<file path="src/rtl/ahb_apb_pkg.sv">
// ahb_apb_pkg: encodings shared by the AHB front end and the APB controller.
//   HTRANS_*     : AHB transfer type codes
//   HRESP_*      : AHB response codes
//   bridge_state_e : AHB-side request FSM states
package ahb_apb_pkg;

    localparam logic [1:0] HTRANS_IDLE   = 2'b00;
    localparam logic [1:0] HTRANS_BUSY   = 2'b01;
    localparam logic [1:0] HTRANS_NONSEQ = 2'b10;
    localparam logic [1:0] HTRANS_SEQ    = 2'b11;

    localparam logic HRESP_OKAY  = 1'b0;
    localparam logic HRESP_ERROR = 1'b1;

    typedef enum logic [2:0] {
        ST_IDLE,
        ST_WR_DATA,
        ST_RD_PUSH,
        ST_RD_WAIT,
        ST_RD_DONE,
        ST_ERR1,
        ST_ERR2
    } bridge_state_e;

endpackage

</file>
<file path="src/rtl/sync_fifo.sv">
// sync_fifo: single-clock in-order FIFO, synchronous active-low reset.
//   HCLK, HRESETn : clock / reset
//   push, wdata   : write an entry (ignored when full)
//   pop           : drop the head (ignored when empty)
//   rdata         : head entry, stable until popped
//   full, empty, count : occupancy
// DEPTH must be a power of two so the pointers wrap naturally.
module sync_fifo #(
    parameter int WIDTH = 8,
    parameter int DEPTH = 4
) (
    input  logic                       HCLK,
    input  logic                       HRESETn,
    input  logic                       push,
    input  logic [WIDTH-1:0]           wdata,
    input  logic                       pop,
    output logic [WIDTH-1:0]           rdata,
    output logic                       full,
    output logic                       empty,
    output logic [$clog2(DEPTH):0]     count
);

    localparam int AW = $clog2(DEPTH);

    logic [WIDTH-1:0] mem [DEPTH];
    logic [AW-1:0]    wr_ptr;
    logic [AW-1:0]    rd_ptr;
    logic [AW:0]      cnt;
    logic             do_push;
    logic             do_pop;

    // full/empty come from the registered count, so a pop this cycle never
    // makes room for a push in the same cycle
    assign full    = (cnt == (AW+1)'(DEPTH));
    assign empty   = (cnt == '0);
    assign count   = cnt;
    assign do_push = push && !full;
    assign do_pop  = pop && !empty;
    assign rdata   = mem[rd_ptr];

    always_ff @(posedge HCLK) begin
        if (!HRESETn) begin
            wr_ptr <= '0;
            rd_ptr <= '0;
            cnt    <= '0;
        end else begin
            if (do_push) wr_ptr <= wr_ptr + 1'b1;
            if (do_pop)  rd_ptr <= rd_ptr + 1'b1;
            case ({do_push, do_pop})
                2'b10:   cnt <= cnt + 1'b1;
                2'b01:   cnt <= cnt - 1'b1;
                default: cnt <= cnt;
            endcase
        end
    end

    always_ff @(posedge HCLK) begin
        if (do_push) mem[wr_ptr] <= wdata;
    end

endmodule

</file>
<file path="src/rtl/ahb_apb_req_queue.sv">
// ahb_apb_req_queue: AHB-side front end of the AHB-APB bridge.
// Decodes HADDR into a one-hot APB slave select, queues writes and reads in
// order for the APB controller, stalls AHB while the queue is full or a read
// is outstanding, returns read data and issues two-cycle ERROR responses for
// selected-but-unmapped addresses.
//   HCLK, HRESETn        : clock, synchronous active-low reset
//   HSEL..HWDATA         : AHB slave inputs
//   HREADYout/HRESP/HRDATA : AHB slave response
//   REQ_*                : queue head towards the APB controller (REQ_READY pops)
//   RD_VALID, RD_DATA    : read data coming back from APB
module ahb_apb_req_queue
    import ahb_apb_pkg::*;
#(
    parameter int                ADDR_W     = 32,
    parameter int                DATA_W     = 32,
    parameter int                NUM_SLV    = 3,
    parameter logic [ADDR_W-1:0] BASE_ADDR  = 32'h8000_0000,
    parameter int                SLV_SHIFT  = 26,
    parameter int                FIFO_DEPTH = 4
) (
    input  logic              HCLK,
    input  logic              HRESETn,
    input  logic              HSEL,
    input  logic              HWRITE,
    input  logic              HREADYin,
    input  logic [1:0]        HTRANS,
    input  logic [ADDR_W-1:0] HADDR,
    input  logic [DATA_W-1:0] HWDATA,
    output logic              HREADYout,
    output logic              HRESP,
    output logic [DATA_W-1:0] HRDATA,
    output logic              REQ_VALID,
    input  logic              REQ_READY,
    output logic              REQ_WRITE,
    output logic [ADDR_W-1:0] REQ_ADDR,
    output logic [DATA_W-1:0] REQ_WDATA,
    output logic [NUM_SLV-1:0] REQ_SEL,
    input  logic              RD_VALID,
    input  logic [DATA_W-1:0] RD_DATA
);

    localparam int ENT_W = 1 + ADDR_W + DATA_W + NUM_SLV;
    localparam int CNT_W = $clog2(FIFO_DEPTH) + 1;

    bridge_state_e      state, state_nxt;
    logic [ADDR_W-1:0]  addr_reg;
    logic [NUM_SLV-1:0] sel_reg;

    // ---------------- address decode ----------------
    logic [ADDR_W-1:0]  offset;
    logic [ADDR_W-1:0]  idx;
    logic               mapped;
    logic [NUM_SLV-1:0] dec_sel;

    assign offset = HADDR - BASE_ADDR;
    assign idx    = offset >> SLV_SHIFT;
    // the subtraction wraps for addresses below the base, so check that first
    assign mapped = (HADDR >= BASE_ADDR) && (idx < ADDR_W'(NUM_SLV));

    genvar g;
    generate
        for (g = 0; g < NUM_SLV; g++) begin : g_dec
            assign dec_sel[g] = mapped && (idx == ADDR_W'(g));
        end
    endgenerate

    // ---------------- request queue ----------------
    logic             fifo_push;
    logic [ENT_W-1:0] fifo_wdata;
    logic [ENT_W-1:0] fifo_rdata;
    logic             fifo_full;
    logic             fifo_empty;
    logic [CNT_W-1:0] fifo_count;

    sync_fifo #(
        .WIDTH (ENT_W),
        .DEPTH (FIFO_DEPTH)
    ) u_fifo (
        .HCLK    (HCLK),
        .HRESETn (HRESETn),
        .push    (fifo_push),
        .wdata   (fifo_wdata),
        .pop     (REQ_READY && !fifo_empty),
        .rdata   (fifo_rdata),
        .full    (fifo_full),
        .empty   (fifo_empty),
        .count   (fifo_count)
    );

    assign REQ_VALID = (fifo_count != '0);
    assign {REQ_WRITE, REQ_ADDR, REQ_WDATA, REQ_SEL} = fifo_rdata;

    // ---------------- FSM ----------------
    logic addr_ok;
    logic take;

    // an active (NONSEQ/SEQ) transfer addressed to us on a ready bus
    assign addr_ok = HREADYin && HSEL &&
                     ((HTRANS == HTRANS_NONSEQ) || (HTRANS == HTRANS_SEQ));

    always_comb begin
        state_nxt  = state;
        HREADYout  = 1'b1;
        HRESP      = HRESP_OKAY;
        fifo_push  = 1'b0;
        fifo_wdata = '0;
        take       = 1'b0;
        case (state)
            ST_IDLE: begin
                take = addr_ok;
            end
            ST_WR_DATA: begin
                // data phase completes only once the entry can be queued;
                // while stalled the master holds HWDATA and the next address
                HREADYout = !fifo_full;
                if (!fifo_full) begin
                    fifo_push  = 1'b1;
                    fifo_wdata = {1'b1, addr_reg, HWDATA, sel_reg};
                    take       = addr_ok;
                    state_nxt  = ST_IDLE;
                end
            end
            ST_RD_PUSH: begin
                HREADYout = 1'b0;
                if (!fifo_full) begin
                    fifo_push  = 1'b1;
                    fifo_wdata = {1'b0, addr_reg, {DATA_W{1'b0}}, sel_reg};
                    state_nxt  = ST_RD_WAIT;
                end
            end
            ST_RD_WAIT: begin
                HREADYout = 1'b0;
                if (RD_VALID) state_nxt = ST_RD_DONE;
            end
            ST_RD_DONE: begin
                take      = addr_ok;
                state_nxt = ST_IDLE;
            end
            ST_ERR1: begin
                HREADYout = 1'b0;
                HRESP     = HRESP_ERROR;
                state_nxt = ST_ERR2;
            end
            ST_ERR2: begin
                HRESP     = HRESP_ERROR;
                take      = addr_ok;
                state_nxt = ST_IDLE;
            end
            default: state_nxt = ST_IDLE;
        endcase
        if (take) begin
            if (!mapped)     state_nxt = ST_ERR1;
            else if (HWRITE) state_nxt = ST_WR_DATA;
            else             state_nxt = ST_RD_PUSH;
        end
    end

    always_ff @(posedge HCLK) begin
        if (!HRESETn) begin
            state    <= ST_IDLE;
            addr_reg <= '0;
            sel_reg  <= '0;
            HRDATA   <= '0;
        end else begin
            state <= state_nxt;
            if (take) begin
                addr_reg <= HADDR;
                sel_reg  <= dec_sel;
            end
            // read data is only accepted while a read is outstanding
            if (state == ST_RD_WAIT && RD_VALID) HRDATA <= RD_DATA;
        end
    end

endmodule

</file>
<file path="config.mk">
export PLATFORM = sky130hd
export DESIGN_NAME = ahb_apb_req_queue
export DESIGN_NICKNAME = d
export VERILOG_FILES = /design/src/rtl/ahb_apb_pkg.sv /design/src/rtl/sync_fifo.sv /design/src/rtl/ahb_apb_req_queue.sv
export SDC_FILE = /design/constraint.sdc
export NUM_CORES = 1
export LEC_CHECK = 0
export CAP_MARGIN = 10
export CELL_PAD_IN_SITES_DETAIL_PLACEMENT = 1
export CELL_PAD_IN_SITES_GLOBAL_PLACEMENT = 1
export CORE_MARGIN = 3
export CORE_UTILIZATION = 25
export DETAILED_ROUTE_END_ITERATION = 10
export PLACE_DENSITY = 0.52
export SETUP_SLACK_MARGIN = 0.2
export SYNTH_ARGS = -nofsm -noshare
export SYNTH_HDL_FRONTEND = slang
export SYNTH_SLANG_ARGS = --single-unit
</file>
<file path="constraint.sdc">
create_clock -name HCLK -period 5.6 [get_ports HCLK]
set_input_delay 1.68 -clock HCLK [delete_from_list [all_inputs] [get_ports HCLK]]
set_output_delay 1.68 -clock HCLK [all_outputs]
set_load 0.02 [all_outputs]
</file>
==> results_dict.tcl, run 1 <==
set metrics [dict create \
    status "complete, no violations" \
    core-area_sq_um 53200 \
    pre_cts_slack_ns 1.56 \
    path_clk_slew_ns 0.06 \
    leakage_nw 5.69 \
    cts_buffers 40 \
    synth.most_common_cell "edfxtp_1" \
    rsz0062_at_grt "no" \
    synth_seq_cells 351 \
    synth_top_area_share_pct 60.0 \
    yosys-top-cells-count "edfxtp_1, nand2_1, dfxtp_1" \
    post_cts_buffers 0 \
    cts_hold_buf 0 \
    syn_nets 922 \
    internal-power_mw 5.47 \
    routed_wl_mm 34.4 \
    fin_crit_sh_pct 79.8 \
    slew_headroom_pct 34.9 \
    largest_reg_flops 272 \
    grt_overflow 0 \
    fmax_mhz 224 \
    num_rows 84 \
    synthArstFlopShare_pct 0 \
    maxCapViolations 0 \
    p_comb_share_pct 24.4 \
    clk_latency_ns 0.55 \
    synth-main-ff-cell "edfxtp_1" \
    place_congestion 0.686 \
    timing.setup.tns_ns 0 \
    io_pins 208 \
    ir_drop_mv 0.197 \
    drt-initial-drc-count 342 \
    worstPathRequired_ns 3.92 \
    drcViolationCount 0 \
    synth_edf_count 272 \
    syn_inst 811 \
    cp-start-kind "register" \
    period_needed_ns 4.47 \
    antenna_found_initial 1 \
    io_buffer_count 206 \
    cts-root-buf "clkbuf_16" \
    wl_per_cell_um 19.7 \
    maxSlewViolCount 0 \
    setup_ws_ns 1.13 \
    clock_power_share_pct 33.1 \
    end_kind "output port" \
    p_sw_mw 2.13 \
    grt_pass1_vias 8281 \
    worst_clock_skew_ns 0.0161 \
    dp.cells 1671 \
    ys_types 47 \
    cts_resized 0 \
    cts_max_path_buffers 3 \
    path_class "reg -> out" \
    yosys-top-cells-area "edfxtp_1, dfxtp_1, mux4_2" \
    fin_cells 1746 \
    nNetsFinal 1136 \
    hold_viol_final 0 \
    syn_area_sq_um 13600 \
    dpl.hpwl_mm 20.2 \
    avgSynthCellArea_sq_um 16.8 \
    finish.utilization_pct 33.2 \
    die_area_sq_um 57200 \
    tritoncts "yes" \
    synthToLayoutAreaGrowth_pct 29.9 \
    layout-drive-gt1-share_pct 15.9 \
    drt_pre_antenna_iters 4 \
    track_usage_pct 12.0 \
    routed_via_density 4.32 \
    grt_max_degree 54 \
    postRouteAntennaNets 0 \
    setup_viol 0 \
    synth_seq_area_share_pct 71.7 \
    switching_share_pct 28.0 \
    yosys_warnings 0 \
    yosys.area.top_type "edfxtp_1" \
    seq_power_share_pct 42.5 \
    die_height_um 239 \
    start_util_pct 25.6 \
    dieWidth_um 239 \
    crit_fanout 18 \
    hold_class "reg -> reg" \
    worstMarginPinSlew_ns 0.977 \
    pwr_density_cell_nw_per_um2 431 \
    num_vias 7549 \
    grt_pass1_wl_mm 51.8 \
    crit_arrival_ns 2.79 \
    htree_levels 2 \
    clock-sinks 351 \
]
-- routing by layer --
layer,part of all wire [%],global-route usage (%),up-vias
li1,-,-,3464
met1,45,15.9,3857
met2,46,19.0,186
met3,7.3,4.31,42
met4,1.5,2.64,0
met5,0,0,-
-- critical path, stage by stage, from the launching register on --
cell and delay [ns]:
dfxtp_4 0.62, buf_4 0.45, mux4_2 0.58, clkdlybuf4s50_1 0.57
-- cell families (layout without fill, tap and decap cells) --
kind of cell             Yosys count  after routing  synth area share [%]
multiplexers                      70             70                  11.4
XOR/XNOR                           6              6                 0.386
buffers and inverters             55            301                  2.15
AO/OA/AOI/OAI                     82             82                  4.87
flip-flops                       351            351                  71.7
other                              0              1                     0
adder cells (fa/ha/maj)            6              6                 0.607
AND/OR/NAND/NOR                  241            241                  8.91
-- per-stage QoR --
step / hold WS [ns] / instance area (sq um) / power, mW
4_1_cts: 0.451 / 17700 / 7.79
2_1_floorplan: 0.426 / 13600 / 4.34
3_3_place_gp: 0.436 / 16400 / 5.20
6_report: 0.447 / 17700 / 7.61
3_5_place_dp: 0.444 / 16400 / 5.21
5_1_grt: 0.469 / 17700 / 7.99
-- layout by cell type (no fill, tap or decap), types with 6 or more instances in the layout --
master	n
dfxtp_1	77
a21boi_1	33
a21boi_2	10
clkinv_2	9
a21boi_0	25
inv_1	8
buf_4	11
clkinv_1	6
nand2_1	134
and2_1	73
clkbuf_16	41
clkdlybuf4s50_1	205
mux4_2	68
clkbuf_1	9
edfxtp_1	272
-- power by group through the flow --
stage	combinational [mW]	clock, mW	sequential [mW]
6_report	1.85	2.52	3.23
5_1_grt	2.00	2.73	3.26
4_1_cts	1.92	2.63	3.24
3_5_place_dp	1.92	0	3.30
3_3_place_gp	1.91	0	3.29
2_1_floorplan	1.12	0	3.22
-- worst paths after layout --
path / slack (ns) / endpoint / cells past startpoint / from
max: 1.13 / REQ_ADDR[18] / 3 / register
min reg2reg: 0.45 / addr_reg[10] / 2 / addr_reg[10]
max reg2reg: 2.76 / u_fifo.count[2] / 10 / state[0]
min: 0.45 / addr_reg[10] / 2 / addr_reg[10]
-- layout make-up --
class,count,area [sq um]
fill,5514,35500
sequential,351,9760
multi-input combinational,405,3570
timing repair buffer,219,2180
clock buffer,53,1100
tap,688,861
clock inverter,21,161
inverter,8,30.0
antenna,1,2.50
Note: power is estimated with default switching activity, not from simulation.
==> inputs of run 2 (changes only) <==
Settings changed: PLACE_DENSITY 0.52 to 0.54.
Clock period 5.6 ns to 4.02 ns, I/O delays scaled along.
==> run 2 against run 1 <==
  * Sequential share of layout area down 0.80 points
  * Register-to-register slack got worse by 1.6 ns
  * Clock power is 49% higher
  * Clock skew rose by 0.0066 ns
  * Combinational power rose by 46%
  * Non-clock buffer count grew 13
  * Count of clock-buffer cells in the layout is 4 higher
  * Final cell count up 0.97%
  * Wire length hardly changed
  * Critical path type unchanged
  * Largest power group unchanged
==> results_dict.tcl, run 2 (synthesis gave the netlist of run 1 again) <==
set metrics [dict create \
    drt_pre_antenna_iters 4 \
    status "complete, no violations" \
    postRouteAntennaNets 0 \
    hold_viol_final 0 \
    ff_latch_area_sq_um 9760 \
    leakage_nw 5.82 \
    grt_pass1_wl_mm 51.9 \
    end_kind "output port" \
    fmax_mhz 275 \
    multi_input_area_sq_um 3570 \
    path_class "reg -> out" \
    die_area_sq_um 57200 \
    worst_clock_skew_ns 0.0227 \
    crit_arrival_ns 2.42 \
    reg2reg_slack_ns 1.16 \
    maxSlewViolCount 0 \
    clock-sinks 351 \
    num_vias 7554 \
    period_needed_ns 3.63 \
    ff2ff_path_depth 10 \
    hold_class "reg -> reg" \
    cts_buffers 43 \
    cts_hold_buf 0 \
    wl_per_cell_um 19.5 \
    slew_headroom_pct 58.2 \
    worstMarginPinSlew_ns 0.625 \
    nNetsFinal 1152 \
    track_usage_pct 12.0 \
    synthToLayoutAreaGrowth_pct 31.8 \
    timing.rr.end "u_fifo.count[2]" \
    start_util_pct 25.6 \
    drcViolationCount 0 \
    path_clk_slew_ns 0.05 \
    crit_fanout 17 \
    dpl.hpwl_mm 21.5 \
    htree_levels 2 \
    cts-root-buf "clkbuf_16" \
    grt_overflow 0 \
    r2r_start "state[0]" \
    grt_max_degree 37 \
    num_rows 84 \
    finish.utilization_pct 33.7 \
    antenna_cells 0 \
    fill_cells 5461 \
    rsz0062_at_grt "no" \
    final_common_cell "edfxtp_1" \
    timing.setup.tns_ns 0 \
    layout-drive-gt1-share_pct 16.9 \
    maxCapViolations 0 \
    clk_latency_ns 0.55 \
    grt_pass1_vias 8303 \
    place_congestion 0.691 \
    ir_drop_mv 0.275 \
    io_buffer_count 206 \
    largest_reg_flops 272 \
    crit_end "REQ_WDATA[27]" \
    cts_max_path_buffers 3 \
    worstPathRequired_ns 2.81 \
    setup_viol 0 \
    core-area_sq_um 53200 \
    routed_via_density 4.28 \
    die_height_um 239 \
    cp-start-kind "register" \
    tritoncts "yes" \
    routed_wl_mm 34.4 \
    drt-initial-drc-count 355 \
    pwr_density_cell_nw_per_um2 608 \
    dieWidth_um 239 \
    layout_common_cells "edfxtp_1, clkdlybuf4s50_1, nand2_1" \
    fin_crit_sh_pct 90.3 \
    antenna_found_initial 1 \
    io_pins 208 \
]
[run 2: critical path, cell delays in order, from the launching register on]
cell	delay, ns
dfxtp_4	0.37
buf_4	0.35
mux4_2	0.56
clkdlybuf4s50_1	0.58
[run 2: how the worst min path moves through the flow]
stage	start	to	slack, ns	cells after the start
6_report	addr_reg[7]	addr_reg[7]	0.44	2
5_1_grt	addr_reg[21]	addr_reg[21]	0.46	2
4_1_cts	addr_reg[7]	addr_reg[7]	0.45	2
3_5_place_dp	addr_reg[7]	addr_reg[7]	0.44	2
3_3_place_gp	addr_reg[23]	addr_reg[23]	0.44	2
2_1_floorplan	sel_reg[2]	sel_reg[2]	0.43	2
[run 2: per-stage QoR]
stage	area, sq um	setup slack (ns)	power, mW	std cells	hold WS [ns]
2_1_floorplan	13600	0.887	6.05	811	0.426
3_3_place_gp	16500	0.782	7.28	1683	0.437
3_5_place_dp	16500	0.763	7.31	1683	0.441
4_1_cts	17900	0.207	11.2	1762	0.448
5_1_grt	17900	0.242	11.4	1763	0.459
6_report	17900	0.390	10.9	1763	0.444
[run 2: area by class of cell]
cell class	count	area share, %
repair buffers	232	13.0
clock inverters	22	1.11
clock buffers	57	6.53
multi-input cells	405	19.9
well taps	688	4.80
flip-flops and latches	351	54.4
inverters	8	0.168
[run 2: power by group]
| part | switching, mW | leakage [nW] | internal (mW) |
|---|---|---|---|
| sequential | 0.119 | 3.23 | 4.34 |
| clock | 1.51 | 0.664 | 2.24 |
| combinational | 1.44 | 1.92 | 1.26 |
[run 2: what timing repair did]
action,CTS,global route
buffers inserted,0,1
resized for setup,0,1
setup endpoints to repair,0,17
[run 2: metal layers]
metal	track usage (%)	wire (um)	vias up
met5	0	11	-
met4	2.80	593	2
met3	3.85	2300	46
met2	19.4	16100	215
met1	15.7	15400	3789
li1	-	-	3502
==> inputs of run 3 (changes only) <==
Settings changed: SKIP_LAST_GASP set to 1.
==> results of run 3 <==
The final DEF is identical to that of run 2; final timing and power are the same.
==> RTL change 1 (settings of run 3) <==
Change the parameter `ADDR_W` from 32 to 48.
--- a/src/rtl/ahb_apb_req_queue.sv
+++ b/src/rtl/ahb_apb_req_queue.sv
@@ -13,3 +13,3 @@
 #(
-    parameter int                ADDR_W     = 32,
+    parameter int                ADDR_W     = 48,
     parameter int                DATA_W     = 32,
Interface: changed (resized HADDR and REQ_ADDR); port bits go from 208 to 240. The function was not compared with the original's and may differ.
==> RTL change 1 against run 3 <==
- cell area increased by 24%
- utilization about the same
- wire length up 28%
- synthesized area increased by 23%
- final cell count grew 23%
- critical path depth is the same
- global-route usage grew 0.54 points
- sequential cell count grew 80
- first-iteration DRC count is 17% higher
- worst setup slack worse by 0.080 ns
- critical path type unchanged
Power is not compared: it rests on default switching activity, and its combinational part moved more than twofold at a synthesized area within 25%.
==> RTL change 1: results (changes against run 3) <==
sequential area share after synthesis=71.9% (was 71.7%); nets=1393 (was 1152); initial antenna violation count=5 (was 1); dpl cell area=20200 um^2 (was 16500 um^2); clk_lat worst skew=0.59 ns (was 0.55 ns); Syn Nets=1135 (was 922); Vias=9365 (was 7554); status=finished clean (unchanged); post-route clock skew=0.0229 ns (was 0.0227 ns); CTS Buf Count=50 (was 43); wire length per cell=20.3 um (was 19.5 um); synth top area cells=edfxtp_1, dfxtp_1, mux4_2, nand2_1, and2_1 (unchanged); worst r2r path cells=5 (was 10); initial DRC count=417 (was 355); Syn Area/Cell=16.6 um^2 (was 16.8 um^2); drt total wl=44000 um (was 34400 um); post-synthesis cell type count=45 (was 47); worst-margin pin slew=0.706 ns (was 0.625 ns); CP Data Arrival Time=2.50 ns (was 2.42 ns); layout cells sized above 1=16.7% (was 16.9%); hpwl dp=26600 um (was 21500 um); first-pass GRT wire length=65900 um (was 51900 um); GP Congestion=0.692 (was 0.691); Cell Count Post-Placement=2075 (was 1683); vias in the first global route=10300 (was 8303); Place WS=0.672 ns (was 0.763 ns)
## RTL change 1: changes by cell type after synthesis, sizes merged, moves of 16 or more
cell | before | now
edfxtp | 272 | 336
nand2 | 136 | 168
and2 | 77 | 95
clkbuf | 17 | 33
dfxtp | 79 | 95
mux4 | 68 | 84
## RTL change 1: what timing repair did
action	4_1_cts	5_1_grt
resized for setup	2	5
pin swaps	0	0
setup buffers	1	0
endpoints found under the setup margin	57	10
cloned	1	0
## RTL change 1: routing by layer
layer	track usage [%]	wire [um]	vias up
met1	15.6	19000	4791
met4	2.85	712	6
met2	21.4	21600	206
met5	0	30	-
li1	-	-	4300
met3	3.75	2730	62
## RTL change 1: final timing paths
| check | from | endpoint | slack, ns |
|---|---|---|---|
| worst max-delay path | flip-flop | REQ_SEL[0] | 0.31 |
| worst min-delay path | addr_reg[45]$_SDFFE_PN0P_ | addr_reg[45]$_SDFFE_PN0P_ | 0.45 |
| worst max register to register | u_fifo.count[2]$_SDFFE_PN0P_ | u_fifo.mem[2][76]$_DFFE_PP_ | 1.29 |
| worst min register to register | addr_reg[45]$_SDFFE_PN0P_ | addr_reg[45]$_SDFFE_PN0P_ | 0.45 |
## RTL change 1: layout make-up
type,count,share of cell area (%)
diodes,3,0.0338
clock inverters,32,2.37
inverters,8,0.135
flip-flops and latches,431,54.1
well taps,864,4.87
clock buffers,62,6.25
repair buffers,265,12.4
multi-input cells,509,19.8
## RTL change 1: logic make-up after synthesis
| logic type | count (synthesis) | synth area share [%] |
|---|---|---|
| buffers and inverters | 67 | 1.90 |
| adder cells (fa/ha/maj) | 7 | 0.570 |
| XOR/XNOR | 9 | 0.473 |
| multiplexers | 86 | 11.5 |
| AND/OR/NAND/NOR | 305 | 9.10 |
| flip-flops | 431 | 71.9 |
| AO/OA/AOI/OAI | 102 | 4.58 |
==> RTL change 2 (config.mk and constraints of run 3) <==
Made on the original files. Re-encode `bridge_state_e` (7 states) as Gray code, 3 bits wide.
--- a/src/rtl/ahb_apb_pkg.sv
+++ b/src/rtl/ahb_apb_pkg.sv
@@ -15,9 +15,9 @@
     typedef enum logic [2:0] {
-        ST_IDLE,
-        ST_WR_DATA,
-        ST_RD_PUSH,
-        ST_RD_WAIT,
-        ST_RD_DONE,
-        ST_ERR1,
-        ST_ERR2
+        ST_IDLE    = 3'b000,
+        ST_WR_DATA = 3'b001,
+        ST_RD_PUSH = 3'b011,
+        ST_RD_WAIT = 3'b010,
+        ST_RD_DONE = 3'b110,
+        ST_ERR1    = 3'b111,
+        ST_ERR2    = 3'b101
     } bridge_state_e;
Check against the original RTL: no difference found for any inputs over 4 cycles, from zero or initial values and one cycle with HRESETn low; so few cycles prove little.
==> RTL change 2 against run 3 <==
- worst setup slack worse by 0.046 ns
- wire length decreased by 2.3%
- die area is 0.71% lower
- highest routed layer unchanged
- count of clock-buffer cells in the layout down 8
- cell area fell by 0.53%
- sequential cell count is the same
- maximum frequency shrank 1.2%
- synthesized area decreased by 0.73%
- critical endpoint is now REQ_ADDR[27]
- critical path type unchanged
Power is not compared: it rests on default switching activity, and its combinational part moved more than twofold at a synthesized area within 25%.
==> RTL change 2: results (changes against run 3) <==
nets=1133 (was 1152); IO Port Bufs=206 (unchanged); worst hold path startpoint=sel_reg[2]$_SDFFE_PN0P_ (was addr_reg[7]$_SDFFE_PN0P_); GRT Total Usage=11.8% (was 12.0%); post-route clock skew=0.0231 ns (was 0.0227 ns); Clock Tree Root=clkbuf_16 (unchanged); HP Class=reg -> reg (unchanged); vias in the first global route=8251 (was 8303); post-synthesis cell type count=39 (was 47); CP Data Arrival Time=2.47 ns (was 2.42 ns); Final Instance Area=17800 um^2 (was 17900 um^2); initial antenna violation count=1 (unchanged); Sw Ratio=between 20% and 30%; hpwl dp=20300 um (was 21500 um); Hold Crit Depth=2 (unchanged); synth top area cells=edfxtp_1, dfxtp_1, mux4_2, nand2_1, and2_1 (unchanged); top cells by count, synth=edfxtp_1, nand2_1, dfxtp_1 (unchanged); Layout fillers=5465 (was 5461); Syn Nets=911 (was 922); drt pass-1 iters=6 (was 4); leakage power=0.00568 uW; maximum VDD drop=~270 uV; largest net degree at the start of global routing=62 (was 37); max reg flops=272 (unchanged); clk_lat worst skew=0.57 ns (was 0.55 ns); clk slew on worst S/H paths=approximately 0.060 ns; sequential area share after synthesis=72.2% (was 71.7%); crit-path max FO=13 (was 17); EDFF count, synth=272 (unchanged); initial DRC count=318 (was 355); drt total wl=33600 um (was 34400 um); DR vias/cell=4.32 (was 4.28); CTS Buf Count=42 (was 43); hold endpoint=sel_reg[2]$_SDFFE_PN0P_ (was addr_reg[7]$_SDFFE_PN0P_); worst r2r path cells=4 (was 10); CP Class=reg -> out (unchanged); Min Hold Slack=0.452 ns (was 0.444 ns); FF-to-FF End=u_fifo.mem[0][42]$_DFFE_PP_ (was u_fifo.count[2]$_SDFFE_PN0P_); GP Congestion=0.683 (was 0.691); Antenna Cells=0 (unchanged); status=finished clean (unchanged); Max Root-Sink Buffers=3 (unchanged); Reg2Reg Setup Slack=1.56 ns (was 1.16 ns); H-tree depth=2 (unchanged); dpl cell area=16500 um^2 (about the same); Synth async-reset ratio=0% (unchanged); Setup Buffers After CTS=0 (unchanged); first-pass GRT wire length=50700 um (was 51900 um); layout cells sized above 1=15.5% (was 16.9%); r2r startpoint=state[0]$_SDFFE_PN0P_ (unchanged); Slew HR=57.4% (was 58.2%); post_cts resized=1 (was 0); Ys Warns=0 (unchanged)
[RTL change 2: cell types whose count changed after synthesis, moves of 3 or more]
cell / run 3 / this run
mux2i_1: 2 / 36
a21boi_0: 25 / 3
clkbuf_1: 13 / 31
buf_2: 20 / 9
a21boi_2: 10 / 0
clkbuf_2: 4 / 0
a211oi_1: 3 / 0
a21boi_1: 33 / 30
buf_4: 5 / 2
[RTL change 2: worst max-delay path, stage by stage, from the launching register on]
cell and delay, ns:
dfxtp_4 0.44, buf_4 0.33, mux4_2 0.58, clkdlybuf4s50_1 0.57
[RTL change 2: cell type report]
class | instances | share of cell area (%)
Sequential cell | 351 | 54.7
Multi-Input combinational cell | 396 | 19.9
Timing Repair Buffer | 224 | 13.0
Clock buffer | 49 | 6.04
Tap cell | 688 | 4.83
Clock inverter | 28 | 1.38
Inverter | 7 | 0.147
[RTL change 2: routing by layer]
| metal | GRT usage (%) | routed length, um | up-vias |
|---|---|---|---|
| li1 | - | - | 3436 |
| met2 | 19.1 | 15600 | 204 |
| met5 | 0 | 13 | - |
| met3 | 4.35 | 2580 | 48 |
| met1 | 15.0 | 14900 | 3842 |
| met4 | 2.91 | 549 | 2 |
[RTL change 2: stage by stage]
step	cells	power [uW]	worst slack, ns
after floorplan	800	4530	0.933
after global placement	1665	4960	0.726
after detailed placement	1665	4960	0.731
after CTS	1743	8690	0.209
after global routing	1743	8880	0.225
final	1743	8520	0.344
[RTL change 2: logic make-up (layout without fill, tap and decap cells)]
family | Yosys count | in the layout | synth area share, %
flip-flops | 351 | 351 | 72.2
AND/OR/NAND/NOR | 237 | 237 | 8.57
multiplexers | 105 | 105 | 14.1
buffers and inverters | 53 | 308 | 1.78
AO/OA/AOI/OAI | 41 | 41 | 2.29
adder cells (fa/ha/maj) | 7 | 7 | 0.686
XOR/XNOR | 6 | 6 | 0.389
[RTL change 2: worst max-delay path by stage]
stage / from / cells after the start / endpoint / slack (ns)
after floorplan: u_fifo.count[2]$_SDFFE_PN0P_ / 4 / u_fifo.mem[0][0]$_DFFE_PP_ / 0.93
after global placement: flip-flop / 3 / REQ_SEL[2] / 0.73
after detailed placement: flip-flop / 3 / REQ_SEL[2] / 0.73
after CTS: flip-flop / 3 / REQ_ADDR[11] / 0.21
after global routing: flip-flop / 3 / REQ_SEL[2] / 0.23
final: flip-flop / 3 / REQ_ADDR[27] / 0.34
[RTL change 2: power groups by stage]
stage | clock network [uW] | logic [uW] | registers [uW]
finish | 3640 | 923 | 3960
global route | 3920 | 995 | 3960
CTS | 3770 | 957 | 3960
detailed placement | 0 | 934 | 4030
floorplan | 0 | 505 | 4030
global placement | 0 | 930 | 4030
